===== src/rtl/clk_burst_pkg.sv =====
// Shared types and default widths for the clock-burst controller.
// Pure declarations; no logic, no latency.
// Imported by clk_burst_ctrl and clk_phase_timer.
package clk_burst_pkg;

  localparam int DEF_DIV_W = 8;
  localparam int DEF_CNT_W = 16;

  typedef enum logic [1:0] {
    IDLE = 2'd0,
    LOW  = 2'd1,
    HIGH = 2'd2,
    DONE = 2'd3
  } state_t;

endpackage


===== src/rtl/clk_phase_timer.sv =====
// Phase timer: loadable DIV_W down-counter that parks at zero.
// Latency: value loaded at an edge is visible the next cycle; zero is combinational on the count.
// No backpressure; load always wins over decrement.
module clk_phase_timer
  import clk_burst_pkg::*;
#(
  parameter int DIV_W = DEF_DIV_W
) (
  input  logic             clk,
  input  logic             rst,
  input  logic             load,
  input  logic [DIV_W-1:0] value,
  output logic             zero
);

  localparam logic [DIV_W-1:0] ONE = DIV_W'(1);

  logic [DIV_W-1:0] count;

  // Load on request, otherwise count down and hold at zero.
  always_ff @(posedge clk) begin
    if (rst) begin
      count <= '0;
    end else if (load) begin
      count <= value;
    end else if (count != '0) begin
      count <= count - ONE;
    end
  end

  assign zero = (count == '0);

endmodule


===== src/rtl/clk_burst_ctrl.sv =====
// Clock-burst controller: emits N periods of a 2H-cycle clock on clk_out, then pulses done.
// Latency: start sampled at edge k -> first LOW cycle k+1; done in cycle k+1+2HN.
// No backpressure: start is ignored unless IDLE; abort returns to IDLE without done.
module clk_burst_ctrl
  import clk_burst_pkg::*;
#(
  parameter int DIV_W = DEF_DIV_W,
  parameter int CNT_W = DEF_CNT_W
) (
  input  logic             clk,
  input  logic             rst,
  input  logic             start,
  input  logic             abort,
  input  logic [DIV_W-1:0] half_period,
  input  logic [CNT_W-1:0] num_cycles,
  output logic             clk_out,
  output logic             rise_stb,
  output logic             busy,
  output logic             done,
  output logic [CNT_W-1:0] cycle_count
);

  localparam logic [DIV_W-1:0] ONE_D = DIV_W'(1);
  localparam logic [CNT_W-1:0] ONE_C = CNT_W'(1);

  state_t           state, state_nxt;
  logic [DIV_W-1:0] half_lat;
  logic [CNT_W-1:0] num_lat;
  logic             accept;
  logic             tmr_load;
  logic [DIV_W-1:0] tmr_value;
  logic             tmr_zero;
  logic             cnt_clr;
  logic             cnt_inc;

  clk_phase_timer #(.DIV_W(DIV_W)) u_timer (
    .clk   (clk),
    .rst   (rst),
    .load  (tmr_load),
    .value (tmr_value),
    .zero  (tmr_zero)
  );

  // Next-state logic; abort has priority over start and over phase expiry.
  always_comb begin
    state_nxt = state;
    accept    = 1'b0;
    tmr_load  = 1'b0;
    tmr_value = half_lat - ONE_D;
    cnt_clr   = 1'b0;
    cnt_inc   = 1'b0;
    unique case (state)
      IDLE: begin
        if (start && !abort) begin
          cnt_clr = 1'b1;
          if (half_period == '0 || num_cycles == '0) begin
            state_nxt = DONE;
          end else begin
            accept    = 1'b1;
            tmr_load  = 1'b1;
            tmr_value = half_period - ONE_D;
            state_nxt = LOW;
          end
        end
      end
      LOW: begin
        if (abort) begin
          state_nxt = IDLE;
        end else if (tmr_zero) begin
          tmr_load  = 1'b1;
          cnt_inc   = 1'b1;
          state_nxt = HIGH;
        end
      end
      HIGH: begin
        if (abort) begin
          state_nxt = IDLE;
        end else if (tmr_zero) begin
          if (cycle_count == num_lat) begin
            state_nxt = DONE;
          end else begin
            tmr_load  = 1'b1;
            state_nxt = LOW;
          end
        end
      end
      DONE: begin
        state_nxt = IDLE;
      end
      default: begin
        state_nxt = IDLE;
      end
    endcase
  end

  // State register plus latched burst configuration.
  always_ff @(posedge clk) begin
    if (rst) begin
      state    <= IDLE;
      half_lat <= '0;
      num_lat  <= '0;
    end else begin
      state <= state_nxt;
      if (accept) begin
        half_lat <= half_period;
        num_lat  <= num_cycles;
      end
    end
  end

  // Rising-edge counter; holds after the burst ends until the next accepted start.
  always_ff @(posedge clk) begin
    if (rst || cnt_clr) begin
      cycle_count <= '0;
    end else if (cnt_inc) begin
      cycle_count <= cycle_count + ONE_C;
    end
  end

  // Outputs registered from the next state so clk_out is glitch-free.
  always_ff @(posedge clk) begin
    if (rst) begin
      clk_out  <= 1'b0;
      rise_stb <= 1'b0;
      busy     <= 1'b0;
      done     <= 1'b0;
    end else begin
      clk_out  <= (state_nxt == HIGH);
      rise_stb <= cnt_inc;
      busy     <= (state_nxt == LOW) || (state_nxt == HIGH);
      done     <= (state_nxt == DONE);
    end
  end

endmodule


===== config.mk =====
export PLATFORM = sky130hd
export DESIGN_NAME = clk_burst_ctrl
export DESIGN_NICKNAME = d
export VERILOG_FILES = /design/src/rtl/clk_burst_pkg.sv /design/src/rtl/clk_phase_timer.sv /design/src/rtl/clk_burst_ctrl.sv
export SDC_FILE = /design/constraint.sdc
export NUM_CORES = 1
export LEC_CHECK = 0
export CAP_MARGIN = 20
export CORE_UTILIZATION = 54
export DETAILED_ROUTE_END_ITERATION = 8
export PLACE_DENSITY = 0.9
export SLEW_MARGIN = 20
export SYNTH_ARGS = -nofsm -noshare
export SYNTH_HDL_FRONTEND = slang
export SYNTH_SLANG_ARGS = --single-unit

===== constraint.sdc =====
create_clock -name clk -period 2.45 [get_ports clk]
set_clock_uncertainty 0.05 [all_clocks]
set_input_delay 0.49 -clock clk [delete_from_list [all_inputs] [get_ports clk]]
set_output_delay 0.49 -clock clk [all_outputs]
set_load 0.02 [all_outputs]

# Yosys cells after proc, flatten, opt, wreduce, memory -nomap -nowiden
# Index checks and enable logic that the tools add are counted.
# word_totals
in_bits	28
word_cells	56
output_inout_bits	20
regBits	54
# classes
add_sub_neg	4
n_reduce_logical	11
n_mux	25
eq_ne	7
# ops
cell	n
$mux 8	5
$sub 8x1->8 const B	3
$add 16x1->16 const B	1
$eq 16x16->1	1
$logic_not 16->1	1
$logic_not 8->1	2
$mux 2	7
$mux 1	11
$eq 2x2->1 const B	4
$pmux 2 s4	1
$reduce_bool 8->1	1
$eq 2x1->1 const B	2
$logic_or 1x1->1	3
$pmux 1 s3	1
$logic_not 2->1	1
$reduce_bool 2->1	1
$logic_and 1x1->1	1
$logic_not 1->1	1

# Depth between registers and ports, before layout
# Gate-level depths: netlist of run 1.
# depth
depth_word	7
mapped_depth	9
ltp_nobuf	9

# Cells and area by module
# From an unflattened synthesis of run 1, not the netlist that was laid out.
# hier_totals
cells_unflattened	319
hier_area_um2	2831.5
# modules_own_cells
mod	area_per_inst_um2	seq_area_each_um2	n_inst	cells_per_inst
clk_burst_ctrl	2356.0	920.9	1	266
clk_phase_timer	475.5	160.2	1	53

# Worst setup path after synthesis of run 1
# No wires, ideal clock.
# synth_path
kind	register to register
from	reg u_timer.count[0]
to	reg busy
setup_time_ns	0.126
t_required_ns	2.274
path_slack_ns	0.258
path_buffers	0
path_stages_with_launch	9
t_arrival_ns	2.015
period_less_slack_ns	2.192
path_cell_list	dfxtp_1 inv_1 ha_1 or3b_2 nor2_2 a21boi_0 or3_1 ha_1 nor2_1
# synth_between
elab_chain_len	6
elab_cells_between_ends	9
classes_between	eq/ne (2); mux (5); reduce/logical (2)
# synth_lines
element	line_no	rtl
from (decl)	clk_phase_timer.sv:18	logic [DIV_W-1:0] count;
from (signal assigned)	clk_phase_timer.sv:25	count <= value;
from (signal assigned)	clk_phase_timer.sv:27	count <= count - ONE;
$logic_not 8->1 *	clk_phase_timer.sv:31	assign zero = (count == '0);
$mux 2, on equally long branches	clk_burst_ctrl.sv:78, clk_burst_ctrl.sv:69	
$mux 2, on equally long branches	clk_burst_ctrl.sv:76, clk_burst_ctrl.sv:67	
$pmux 2 s4 *	clk_burst_ctrl.sv:52	unique case (state)
net state_nxt[1]	clk_burst_ctrl.sv:26	state_t state, state_nxt;
$eq 2x1->1 or $eq 2x2->1 (tied branches)	clk_burst_ctrl.sv:130	busy <= (state_nxt == LOW) || (state_nxt == HIGH);
$logic_or 1x1->1 *	clk_burst_ctrl.sv:130	
to (signal assigned)	clk_burst_ctrl.sv:130	
to (decl)	clk_burst_ctrl.sv:18	output logic busy,
# The timed path passes the listed nets; every way through them passes the cells marked *.
# A chain may end at the register's enable or synchronous reset.

# Final worst setup path of run 1
# layout_path
from	in half_period[0]
to	reg u_timer.count[5]
# layout_between
elab_chain_len	6
elab_cells_between_ends	11
classes_between	add/sub (1); mux (7); reduce/logical (3)
# layout_lines
element	line_no	rtl
from (decl)	clk_burst_ctrl.sv:14	input logic [DIV_W-1:0] half_period,
branches (longest 6 deep; another with $sub 8x1->8)	--	
# Parallel ways; which one is timed is not known.

==> results.md, run 1 <==
- Layout area overhead: 29.4%
- Arrival time of the worst setup path: between 2 and 3 ns
- Peak supply drop: between 0.3 and 0.4 mV
- Max Cap Viol: 0
- Clock tree root driver cell: clkbuf_8
- Hold WC Path Type: reg -> reg
- Die Width: 76.2 µm
- DP Cell Count: 498
- Kind of critical path: in -> reg
- Gr usage total: 0.286
- Buffers and inverters on the worst path: 4
- Slew Viols, Final: 0
- Area of the multi-input gates: roughly 0.0018 mm²
- Antenna cells: 0
- Final setup viols: 0
- Critical path's largest stage delay: 0.48 ns
- CP top delay family: buffers and inverters
- # fillers: 375
- CTS Buffer Depth: 2
- Setup slack at placement: -0.197 ns
- Post-Route WL: just over 8 mm
- Library cells used by synthesis: 46
- CP cell instances: clkdlybuf4s50_1, inv_1, ha_1, nor3b_1, buf_4, a21o_4, buf_4, nor4_1, a211oi_1, mux2_4
- Most used cell, CP: buf_4
- CTS Buf Count: 5
- Wire per inst: roughly 16 µm
- Fmax: 425 MHz
- Core Box Area: about 0.0052 mm²
- Post-Syn Area: 0.00297 mm²
- Via density: 5.78
- Largest net degree at the start of global routing: 34
- Worst Setup Slack, final: roughly 0.097 ns
- Number of synthesized flops with an enable pin: 0
- Least-Margin Pin Slew: roughly 0.46 ns
- Clock-pin slew on the worst setup and hold paths: 0.10 ns
- P_leak: 1.51 nW
- Pwr per Cell Area: between 600 and 700 mW/mm²
- Seq/Total Area, Yosys: 0.364
- Remaining DRCs: 0
- Util after Layout: 0.738
- Post-cts resize count: 0
- Dpl cell area: 0.00372 mm²
- Starting Density: 0.570
- CTS sink cnt: 54
- Initial antenna violation count: 0
- Status: finished clean
- Storage element area: 0.00108 mm²
- Global-route wire length before repair: about 13 mm
- Synth top area cells: dfxtp_1 (36%), nand2_1 (8.1%), xnor2_1 (6.2%)
- Top Ports: 48
- Final nets: 471
- Cell count after synthesis: ~360
- Post-synth top area cell: dfxtp_1
- Final hold violations: 0
- GPL Wtd Cong: 0.869
- GRT Residual Overflow: 0
- Synth Flop Type: dfxtp_1
- Total number of vias: 2926
- Post-CTS setup buffer count: 0
- WP data required: 2.60 ns
- Post-CTS Hold Buffers: 0
- Synth Register Bits: 54
- Most common cell in the synthesized netlist: nand2_1
- H-tree Lvls: 2
- Clock Latency Late Sink: 0.31 ns
- RSZ-0062 raised after global routing: false
- Finished Layout Cells: 506
- Slowest CP cell: clkdlybuf4s50_1
- PortBufs: 47
- ANT nets after route: 0
- Syn. warnings: 0
- Worst Setup Start Kind: input port
- Syn nets: just under 400
- Detail Placement HPWL: 5.66 mm
- CTS tree: done
- Die Footprint: 0.00580 mm²
- Pre-antenna DRT Iters: 5
- Asr flop ratio synth: 0
- Fin area: about 0.0038 mm²
- 1st-iter DRT viols: 201
- Vias in the first global route: 2909
- Die height: 76.2 µm
- Share of the synthesized area in the top cell type: 0.364
- Max_slew headroom: 0.691
- Synthesized area per cell: approximately 8.2 µm²
- Final period utilization: 0.960
- Fin crit period: around 2.4 ns
- Site row count: 26
- Synth cell count leaders: nand2_1 (64), dfxtp_1 (54), a21oi_1 (33), nor2_1 (23), xnor2_1 (21)
- CP max FO: 6
- Endpoint class of the critical path: flop
- Ratio of cells with drive above 1 in the final layout: 0.151
[final cells by class]
cell class              count  area share
well taps                  70      0.0228
flip-flops and latches     54       0.281
repair buffers             85       0.197
multi-input cells         278       0.463
clock buffers               6      0.0215
inverters                  11      0.0107
clock inverters             2     0.00423
[metrics by stage]
step	TNS (ns)	hold WS, ns	total power [mW]
global placement	-1.79	0.404	1.81
detailed placement	-2.86	0.414	1.84
finish	0	0.428	2.40
floorplan	0	0.398	1.58
global route	0	0.449	2.52
CTS	0	0.428	2.38
[layer usage]
layer / wire length [µm] / global-route usage
met3: 492 / 0.0503
met5: 0 / 0
met4: 252 / 0.137
met1: 3350 / 0.333
met2: 4000 / 0.506
[state kept, by name (all words and copies together) (netlist names)]
name / count
cycle_count: 16
state: 2
half_lat: 8
busy: 1
num_lat: 16
clk_out: 1
done: 1
rise_stb: 1
u_timer.count: 8
[logic make-up after synthesis]
| group | synth area share |
|---|---|
| AOI/OAI and AO/OA | 0.115 |
| xor gates and xnor gates | 0.121 |
| adders and majority gates | 0.0337 |
| buffers and inverters | 0.0447 |
| DFF | 0.364 |
| muxes | 0.0341 |
| and+or+nand+nor | 0.288 |
[path summary, 6_finish.rpt]
kind	start	to	slack [ns]	cells past startpoint
min reg2reg	num_lat[12]	num_lat[12]	0.43	2
max	half_period[0]	u_timer.count[5]	0.1	10
min	num_lat[12]	num_lat[12]	0.43	2
max reg2reg	u_timer.count[0]	busy	0.15	8
[cells in the final DEF, fill, tap and decap left out, drive strengths merged, types with 6 or more instances in the layout]
master and instances:
nor4 20, xnor2 21, dfxtp 54, a21oi 33, nor2 25, xor2 20, clkdlybuf4s50 47, inv 12
buf 38, clkbuf 6, nor3 7, nand3 11, mux2i 6, o21ai 9, ha 8, nand2 65
[worst min-delay path, stage by stage (launching register included)]
cell     delay (ns)
dfxtp_1        0.33
nand2_1        0.06
a21oi_1        0.05
[where the power goes]
| group | internal (mW) | switching (mW) |
|---|---|---|
| clock network | 0.233 | 0.302 |
| logic | 0.392 | 0.427 |
| registers | 0.960 | 0.0886 |
| total | 1.58 | 0.818 |
(Power assumes the default switching activity.)
==> inputs of run 2 (changes only) <==
--- a/config.mk
+++ b/config.mk
@@ -6,9 +6,9 @@
 export NUM_CORES = 1
 export LEC_CHECK = 0
 export CAP_MARGIN = 20
-export CORE_UTILIZATION = 54
+export CORE_UTILIZATION = 31
 export DETAILED_ROUTE_END_ITERATION = 8
-export PLACE_DENSITY = 0.9
+export PLACE_DENSITY = 0.61
 export SLEW_MARGIN = 20
 export SYNTH_ARGS = -nofsm -noshare
 export SYNTH_HDL_FRONTEND = slang
==> results.md, run 2 (same netlist as run 1, synthesis figures left out) <==
- Pre-antenna DRT Iters: 4
- CTS Buffer Depth: 2
- Remaining DRCs: 0
- Final setup viols: 0
- Post-Route WL: 7.62 mm
- Setup TNS: 0 ns
- Crit path capture: u_timer.count[6]
- Pwr per Cell Area: 589 mW/mm²
- Total chip power: between 2 and 2.5 mW
- DP Cell Count: approximately 570
- Commonest non-fill, non-tap cell in the layout: nand2_1
- Critical path depth: 10
- Max_slew headroom: 0.713
- Arrival time of the worst setup path: 2.49 ns
- Die height: 99.9 µm
- CP max FO: 6
- Total number of vias: around 2800
- CTS sink cnt: 54
- P_leak: around 1.6 nW
- CP cell instances: clkdlybuf4s50_1, inv_1, ha_1, nor3b_1, buf_4, a21o_4, buf_4, nor4_1, a211oi_1, mux2_4
- Fin crit period: 2.33 ns
- Die Footprint: between 0.009 and 0.01 mm²
- CTS tree: done
- Fmax: roughly 430 MHz
- Dpl cell area: 0.00392 mm²
- Hold WC Path Type: reg -> reg
- Wire per inst: 13.2 µm
- Post-CTS Hold Buffers: 0
- Site row count: 35
- Critical path's largest stage delay: 0.50 ns
- R2R depth: 8
- Endpoint class of the critical path: flop
- FF-to-FF End: busy
- Die Width: 99.9 µm
- Clock Latency Late Sink: 0.31 ns
- Finished Layout Cells: about 580
- Core Box Area: a little over 0.009 mm²
- Vias in the first global route: 2641
- Slew Viols, Final: 0
- Clock tree root driver cell: clkbuf_8
- Reg2Reg Launch Point: u_timer.count[0]
- PortBufs: 47
- H-tree Lvls: 2
- Global-route wire length before repair: 12.5 mm
- Antenna cells: 0
- Most frequent cells in the layout: nand2_1 (64), dfxtp_1 (54), buf_4 (52)
- Final hold violations: 0
- Critical path origin: half_period[0]
- Worst Setup Start Kind: input port
- Initial antenna violation count: 0
- Largest registers: cycle_count: 16 flops, num_lat: 16 flops
- Hold WS: 0.423 ns
- Post-CTS setup buffer count: 0
- Buffers and inverters on the worst path: 4
- Max Cap Viol: 0
- GRT Residual Overflow: 0
- Status: finished clean
- Peak supply drop: 0.255 mV
- Via density: between 4 and 5
- Detail Placement HPWL: about 5.9 mm
- Layout area overhead: 35.2%
- CP top delay family: buffers and inverters
- CTS Buf Count: 5
- Least-Margin Pin Slew: ~0.43 ns
- 1st-iter DRT viols: between 100 and 150
- Gr usage total: 0.159
- Fin area: about 0.004 mm²
- Reg2Reg Setup Slack: around 0.18 ns
- Final period utilization: 0.952
- Kind of critical path: in -> reg
- Post-cts resize count: 0
- ANT nets after route: 0
- Clock-pin slew on the worst setup and hold paths: 0.10 ns
- Most used cell, CP: buf_4
- Final nets: 486
- Starting Density: 0.321
- WP data required: 2.61 ns
- Largest net degree at the start of global routing: 34
- Top Ports: 48
- GPL Wtd Cong: 0.874
- Slowest CP cell: clkdlybuf4s50_1
- Ratio of cells with drive above 1 in the final layout: 0.171
- RSZ-0062 raised after global routing: false
==> run 2: changes by cell type in the layout (fill, tap and decap cells not counted), sizes merged <==
cell,change
buf,+15
clkbuf,-1
clkinv,+1
clkinvlp,-1
==> run 2: how the worst min path moves through the flow <==
stage	cells after the start	from	end	slack, ns
4_1_cts	2	num_lat[5]	num_lat[5]	0.42
6_report	2	num_lat[0]	num_lat[0]	0.42
3_5_place_dp	2	num_lat[5]	num_lat[5]	0.41
2_1_floorplan	2	num_lat[0]	num_lat[0]	0.40
5_1_grt	2	num_lat[8]	num_lat[8]	0.45
3_3_place_gp	2	num_lat[5]	num_lat[5]	0.40
==> run 2: power breakdown <==
part	leakage, nW	internal, mW	switching [mW]	total [mW]
Sequential	0.440	0.959	0.0892	1.05
Clock	0.0444	0.199	0.304	0.502
Combinational	1.10	0.407	0.405	0.812
==> run 2: cell type report <==
type | count | area [µm²]
timing repair buffer | 100 | 881
multi-input combinational | 278 | 1770
sequential | 54 | 1080
clock inverter | 2 | 13.8
fill | 936 | 5230
inverter | 11 | 41.3
clock buffer | 5 | 68.8
tap | 129 | 161
==> run 2: routing by layer <==
layer,GRT usage,vias up,part of all wire
li1,-,1435,-
met1,0.213,1324,0.49
met2,0.264,50,0.47
met3,0.0279,4,0.038
met4,0.0407,0,0.0062
met5,0,-,0
==> run 2: through the flow <==
stage / util / worst slack [ns]
floorplan: - / 0.258
global placement: 0.424 / -0.181
detailed placement: 0.424 / -0.242
CTS: 0.433 / 0.0922
global route: 0.434 / 0.000209
finish: 0.434 / 0.117
==> run 2: worst register-to-register path: stages, from the launching register on <==
cell,delay (ns)
dfxtp_1,0.36
inv_1,0.11
ha_1,0.19
or3b_2,0.50
nor2_2,0.14
a21boi_0,0.11
or3_1,0.37
ha_1,0.29
nor2_1,0.04
==> inputs of run 3 (changes only) <==
--- a/config.mk
+++ b/config.mk
@@ -9,6 +9,7 @@
 export CORE_UTILIZATION = 31
 export DETAILED_ROUTE_END_ITERATION = 8
 export PLACE_DENSITY = 0.61
+export SKIP_CTS_REPAIR_TIMING = 1
 export SLEW_MARGIN = 20
 export SYNTH_ARGS = -nofsm -noshare
 export SYNTH_HDL_FRONTEND = slang
==> results of run 3 <==
Final layout, timing and power as in run 2 (identical DEF).
